**src/rtl/i2s_drain_pkg.sv**
```systemverilog
// Shared types and defaults for the I2S FIFO drain controller.
// Holds FSM encoding, default widths and a min() helper.
package i2s_drain_pkg;

  typedef enum logic [1:0] {
    IDLE  = 2'd0,
    WAIT  = 2'd1,
    BURST = 2'd2,
    DRAIN = 2'd3
  } state_t;

  localparam int AW_DEF    = 4;
  localparam int CW_DEF    = 16;
  localparam int TMO_W_DEF = 12;

  function automatic logic [31:0] min_u(
    input logic [31:0] a,
    input logic [31:0] b
  );
    return (a < b) ? a : b;
  endfunction

endpackage

```
**src/rtl/i2s_drain_obuf.sv**
```systemverilog
// Single-entry valid/ready output register for the drain stream.
// Ports: load/din/last_in fill it, consume drains it, flush drops it.
module i2s_drain_obuf #(
  parameter int DW = 32
) (
  input  logic          clk,
  input  logic          rst_n,
  input  logic          load,
  input  logic [DW-1:0] din,
  input  logic          last_in,
  input  logic          consume,
  input  logic          flush,
  output logic          valid,
  output logic [DW-1:0] data,
  output logic          last
);

  logic          vld_q;
  logic [DW-1:0] dat_q;
  logic          lst_q;

  always_ff @(posedge clk or negedge rst_n) begin
    if (!rst_n) begin
      vld_q <= 1'b0;
      dat_q <= '0;
      lst_q <= 1'b0;
    end else if (flush) begin
      vld_q <= 1'b0;
      lst_q <= 1'b0;
    end else if (load) begin
      // a load may replace a sample consumed this cycle
      vld_q <= 1'b1;
      dat_q <= din;
      lst_q <= last_in;
    end else if (vld_q && consume) begin
      vld_q <= 1'b0;
    end
  end

  assign valid = vld_q;
  assign data  = dat_q;
  assign last  = vld_q & lst_q;

endmodule

```
**src/rtl/i2s_fifo_drain_ctrl.sv**
```systemverilog
// Drains the I2S sample FIFO in bursts onto a valid/ready stream.
// Ports: FIFO pop side, m_* stream, busy/remaining/done/overrun status.
// Option: I2S_DRAIN_TIMEOUT_EN adds tmo_cycles (partial-burst timeout).
module i2s_fifo_drain_ctrl
  import i2s_drain_pkg::*;
#(
  parameter int AW    = AW_DEF,
  parameter int DW    = 32,
  parameter int CW    = CW_DEF,
  parameter int TMO_W = TMO_W_DEF
) (
  input  logic          clk,
  input  logic          rst_n,
  input  logic          en,
  input  logic          start,
  input  logic [CW-1:0] xfer_len,
  input  logic [AW-1:0] burst_len,
  input  logic [AW-1:0] fifo_level,
  input  logic          fifo_empty,
  input  logic          fifo_full,
  input  logic [DW-1:0] fifo_rdata,
  output logic          fifo_rd,
  output logic          m_valid,
  input  logic          m_ready,
  output logic [DW-1:0] m_data,
  output logic          m_last,
  output logic          busy,
  output logic [CW-1:0] remaining,
  output logic          done,
  output logic          overrun,
  input  logic          overrun_clr
`ifdef I2S_DRAIN_TIMEOUT_EN
  ,input logic [TMO_W-1:0] tmo_cycles
`endif
);

  state_t        state_q, state_d;
  logic [CW-1:0] rem_q, rem_d;
  logic [AW-1:0] bctr_q, bctr_d;
  logic          done_q, done_d;
  logic          ovr_q;
  logic [AW-1:0] blen_eff;
  logic [31:0]   need;
  logic          level_ok;
  logic          pop;
  logic          tmo_hit;

  assign blen_eff = (burst_len == '0) ? AW'(1) : burst_len;
  assign need     = min_u(32'(blen_eff), 32'(rem_q));
  assign level_ok = fifo_full || (32'(fifo_level) >= need);

  // counters gate the pop so remaining can never underflow
  assign pop = en && (state_q == BURST) && !fifo_empty
            && (!m_valid || m_ready)
            && (rem_q != '0) && (bctr_q != '0);

`ifdef I2S_DRAIN_TIMEOUT_EN
  logic [TMO_W-1:0] tmo_q;

  always_ff @(posedge clk or negedge rst_n) begin
    if (!rst_n) begin
      tmo_q <= '0;
    end else if (state_q != WAIT || fifo_level == '0) begin
      tmo_q <= '0;
    end else if (32'(fifo_level) < need && tmo_q != '1) begin
      tmo_q <= tmo_q + 1'b1;
    end
  end

  assign tmo_hit = (state_q == WAIT) && (tmo_cycles != '0)
                && (tmo_q >= tmo_cycles) && (fifo_level != '0);
`else
  assign tmo_hit = 1'b0;
`endif

  always_ff @(posedge clk or negedge rst_n) begin
    if (!rst_n) begin
      state_q <= IDLE;
      rem_q   <= '0;
      bctr_q  <= '0;
      done_q  <= 1'b0;
    end else begin
      state_q <= state_d;
      rem_q   <= rem_d;
      bctr_q  <= bctr_d;
      done_q  <= done_d;
    end
  end

  always_comb begin
    state_d = state_q;
    rem_d   = rem_q;
    bctr_d  = bctr_q;
    done_d  = 1'b0;
    unique case (state_q)
      IDLE: begin
        if (start && en) begin
          if (xfer_len != '0) begin
            rem_d   = xfer_len;
            state_d = WAIT;
          end else begin
            done_d = 1'b1;
          end
        end
      end
      WAIT: begin
        if (level_ok) begin
          bctr_d  = AW'(need);
          state_d = BURST;
        end else if (tmo_hit) begin
          bctr_d  = fifo_level;
          state_d = BURST;
        end
      end
      BURST: begin
        if (pop) begin
          rem_d  = rem_q - 1'b1;
          bctr_d = bctr_q - 1'b1;
          if (rem_q == CW'(1)) begin
            state_d = DRAIN;
          end else if (bctr_q == AW'(1)) begin
            state_d = WAIT;
          end
        end
      end
      DRAIN: begin
        if (m_valid && m_ready) begin
          state_d = IDLE;
          done_d  = 1'b1;
        end
      end
    endcase
    if (!en) begin
      state_d = IDLE;
      rem_d   = '0;
      bctr_d  = '0;
      done_d  = 1'b0;
    end
  end

  // clear beats a same-cycle set
  always_ff @(posedge clk or negedge rst_n) begin
    if (!rst_n) begin
      ovr_q <= 1'b0;
    end else if (overrun_clr) begin
      ovr_q <= 1'b0;
    end else if (fifo_full && state_q != IDLE) begin
      ovr_q <= 1'b1;
    end
  end

  i2s_drain_obuf #(
    .DW(DW)
  ) u_obuf (
    .clk    (clk),
    .rst_n  (rst_n),
    .load   (pop),
    .din    (fifo_rdata),
    .last_in(rem_q == CW'(1)),
    .consume(m_ready),
    .flush  (!en),
    .valid  (m_valid),
    .data   (m_data),
    .last   (m_last)
  );

  assign fifo_rd   = pop;
  assign busy      = (state_q != IDLE);
  assign remaining = rem_q;
  assign done      = done_q;
  assign overrun   = ovr_q;

endmodule

```
**config.mk**
```make
export PLATFORM = sky130hd
export DESIGN_NAME = i2s_fifo_drain_ctrl
export DESIGN_NICKNAME = d
export VERILOG_FILES = /design/src/rtl/i2s_drain_pkg.sv /design/src/rtl/i2s_drain_obuf.sv /design/src/rtl/i2s_fifo_drain_ctrl.sv
export SDC_FILE = /design/constraint.sdc
export NUM_CORES = 1
export LEC_CHECK = 0
export ABC_AREA = 0
export BUFFER_PORTS_ARGS = -buffer_cell sky130_fd_sc_hd__clkbuf_2
export CELL_PAD_IN_SITES_DETAIL_PLACEMENT = 1
export CELL_PAD_IN_SITES_GLOBAL_PLACEMENT = 2
export CORE_MARGIN = 1.5
export CORE_UTILIZATION = 31
export CTS_CLUSTER_DIAMETER = 100
export CTS_CLUSTER_SIZE = 24
export DETAILED_ROUTE_END_ITERATION = 8
export GPL_ROUTABILITY_DRIVEN = 0
export PLACE_DENSITY_LB_ADDON = 0.12
export SYNTH_ARGS = -nofsm -noshare
export SYNTH_HDL_FRONTEND = slang
export SYNTH_HIERARCHICAL = 1
export SYNTH_SLANG_ARGS = --single-unit
```
**constraint.sdc**
```tcl
create_clock -name clk -period 3.55 [get_ports clk]
set_input_delay 0.355 -clock clk [delete_from_list [all_inputs] [get_ports clk]]
set_output_delay 0.355 -clock clk [all_outputs]
set_load 0.01 [all_outputs]
```
==> run_results.csv <==
group,metric,value,unit
critical_path,crit_path_max_incr_delay,0.50,ns
synth,yosysUniqueCellTypes,57,
power,p_per_area,824.1,nW/um^2
global_routing,overflow,0,
routing,vias_per_cell,5.021,
power,totalPowerFinal,3593,uW
power,ir_drop,0.3117,mV
routing,num_vias,2892,
clock_tree,clock_path_buffers,2,
place,dp_hpwl,7.582,mm
outcome,violations,"hold timing",
floorplanning,dieArea,11710,um^2
finish,layout_common_cells,"clkbuf_2, dfrtp_1, mux2_4",
critical_path,cp.arrival,3.36,ns
synth,yosys_most_used_dff,"dfrtp_1",
critical_path,reg2reg_slack,0.41,ns
power,p_comb_share,46.5,%
timing,post-route-period-util,88.33,%
power,cellLeakagePower,0.002105,uW
finish,drive_gt1_share,43.35,%
clock_tree,cts_hold_buf,0,
global_routing,track_usage,18.12,%
clock_tree,cts_tree,"built",
synth,netlist_area,3432,um^2
power,power.net_switching,1476,uW
clock_tree,clk_pin_slew_worst_paths,0.08,ns
timing,finalHoldViolCount,8,
floorplanning,core_area,10840,um^2
clock_tree,clkSinkCount,58,
synth,synth_nets,388,
clock_tree,numCtsBuffers,9,
synth,ys_warn_count,6,
synth,ys_ff_latch,58,
global_routing,grt_first_pass_wirelength,16.20,mm
timing,slew_headroom,47.85,%
finish,final_common_cell,"clkbuf_2",
floorplanning,rows,38,
floorplanning,die_h,108.2,um
critical_path,path_cells,"inv_1 > ha_1 > a21o_1 > a21oi_1 > or3_1 > a21oi_1 > ha_1 > nand2b_1 > a211oi_1 > o21a_1 > a31o_2 > mux2i_1 > o21ai_1",
finish,final_nets,512,
critical_path,slowest_stage,"dfrtp_1",
timing,holdWs,-0.003425,ns
clock_tree,clk_latency,0.35,ns
timing,finClkSkew,0.01437,ns
place,numPortBuffers,117,
finish,area_growth,27.05,%
finish,final_cell_area,4360,um^2
timing,final.min_clock_period,3.136,ns
clock_tree,postCtsSetupRepairBufs,0,
routing,drt_iter0_drc,82,
job,cap_violations,0,
global_routing,grt_pass1_vias,3011,
timing,fmax,318.9,MHz
power,seq_power_share,33.8,%
global_routing,grt_max_degree,39,
routing,postRouteAntennaNets,0,
clock_tree,h-tree-depth,3,
timing,setup_ws,0.4145,ns
floorplanning,io_pins,118,
timing,final_max_slew_viol_count,0,
timing,setup_viol_count_final,0,
floorplanning,die_width,108.2,um
critical_path,worstPathRequired,3.77,ns
floorplanning,initial_core_util,31.66,%
routing,drt_pass1_iterations,5,
place,place_ws,0.4168,ns
critical_path,worstSetupEndpointType,"flip-flop",
synth,async_flop_share,100.0,%
finish,diodes,0,
outcome,run_status,"complete, but fails checks",
power,p_int,2117,uW
routing,drc,0,
synth,synth_edf_count,0,
routing,routed_wl,10.07,mm
clock_tree,cts_resized,0,
clock_tree,cts_root_buffer,"clkbuf_8",
global_routing,antenna_found_initial,0,
power,clockPowerShare,19.6,%
synth,avgSynthCellArea,11.18,um^2
timing,tns,0,ns
min_path,min-delay-path-class,"input pin to asynchronous set/reset pin",
power,netSwitchingFraction,41.08,%
critical_path,crit_path_max_fanout,7,
critical_path,critPathLaunchType,"flip-flop",
timing,rsz0062_at_grt,"no",
timing,tightest_slew,0.7798,ns
synth,seq_area_frac_synth,42.29,%
critical_path,critPathKind,"flip-flop to flip-flop",
routing,wire_per_inst,17.47,um
place,placed_area,4135,um^2
synth,synth_cells,307,
path summary, 6_finish.rpt:
check / from / cells past startpoint / end
min in group clk: overrun_clr / 2 / overrun
setup / recovery: remaining[2] / 13 / bctr_q[2]
max in group asynchronous: rst_n / 2 / u_obuf/data[17]
setup reg to reg: remaining[2] / 13 / bctr_q[2]
hold reg to reg: overrun / 2 / overrun
hold / removal: rst_n / 1 / u_obuf/data[27]
layer usage:
| metal | up-vias | share of wire, % | track usage (%) |
|---|---|---|---|
| li1 | 1373 | - | - |
| met1 | 1422 | 47 | 25.19 |
| met2 | 88 | 47 | 28.25 |
| met3 | 9 | 5.4 | 3.737 |
| met4 | 0 | 1.1 | 5.639 |
| met5 | - | 0 | 0 |
cells in the mapped netlist, drive strengths merged, types with 7 or more instances:
cell | n | area share (%)
dfrtp | 58 | 42
nor3 | 17 | 2.6
nor4 | 10 | 2.4
mux2i | 11 | 3.2
ha | 17 | 6.2
inv | 17 | 1.9
buf | 7 | 2.8
nand3 | 8 | 1.5
a21oi | 18 | 2.6
nor2 | 18 | 2.0
o21ai | 23 | 3.7
mux2 | 32 | 14
nand2 | 13 | 1.6
stage by stage:
step                cells  hold slack [ns]  util, %
global route          576          0.02179    40.22
CTS                   576          0.01645    40.22
detailed placement    560           0.3902    38.15
finish                576        -0.003425    40.22
floorplan             307          0.05941        -
global placement      560           0.3812    38.15
power by group through the flow:
stage | Clock, uW | Combinational, uW | Sequential [uW]
6_report | 705 | 1670 | 1220
5_1_grt | 765 | 1870 | 1270
4_1_cts | 727 | 1700 | 1220
3_5_place_dp | 0 | 1680 | 1230
3_3_place_gp | 0 | 1680 | 1200
2_1_floorplan | 0 | 990 | 1290
cells by family (layout without fill, tap and decap cells):
family                   Yosys count  in the layout  share of synthesized area (%)
flip-flops                        58             58                          42.29
AND/OR/NAND/NOR                   83             83                          14.04
XOR/XNOR                           2              2                         0.5105
multiplexers                      43             43                          16.99
buffers and inverters             29            158                          5.177
AO/OA/AOI/OAI                     75             75                          14.80
adder cells (fa/ha/maj)           17             17                          6.197
worst max-delay path: cells and delay by family, from the launching register on:
family / cells / cell delay (ns)
multiplexers: 1 / 0.21
AO/OA/AOI/OAI: 7 / 1.16
buffers and inverters: 1 / 0.12
adder cells (fa/ha/maj): 2 / 0.57
AND/OR/NAND/NOR: 2 / 0.45
flip-flops: 1 / 0.50
cell type report:
| type | instances | area [um^2] |
|---|---|---|
| clock buffer | 9 | 123.9 |
| clock inverter | 7 | 101.3 |
| fill | 1254 | 6480 |
| inverter | 18 | 67.56 |
| multi-input combinational | 220 | 1803 |
| sequential | 58 | 1451 |
| tap | 140 | 175.2 |
| timing repair buffer | 124 | 638.1 |
flip-flops by register name, summed over array words and instances, names as in the netlist:
name and flops:
bctr_q 4, u_obuf/lst_q 1, u_obuf/data 32, overrun 1, remaining 16, state_q 2
done 1, u_obuf/valid 1
(Power assumes the default switching activity.)
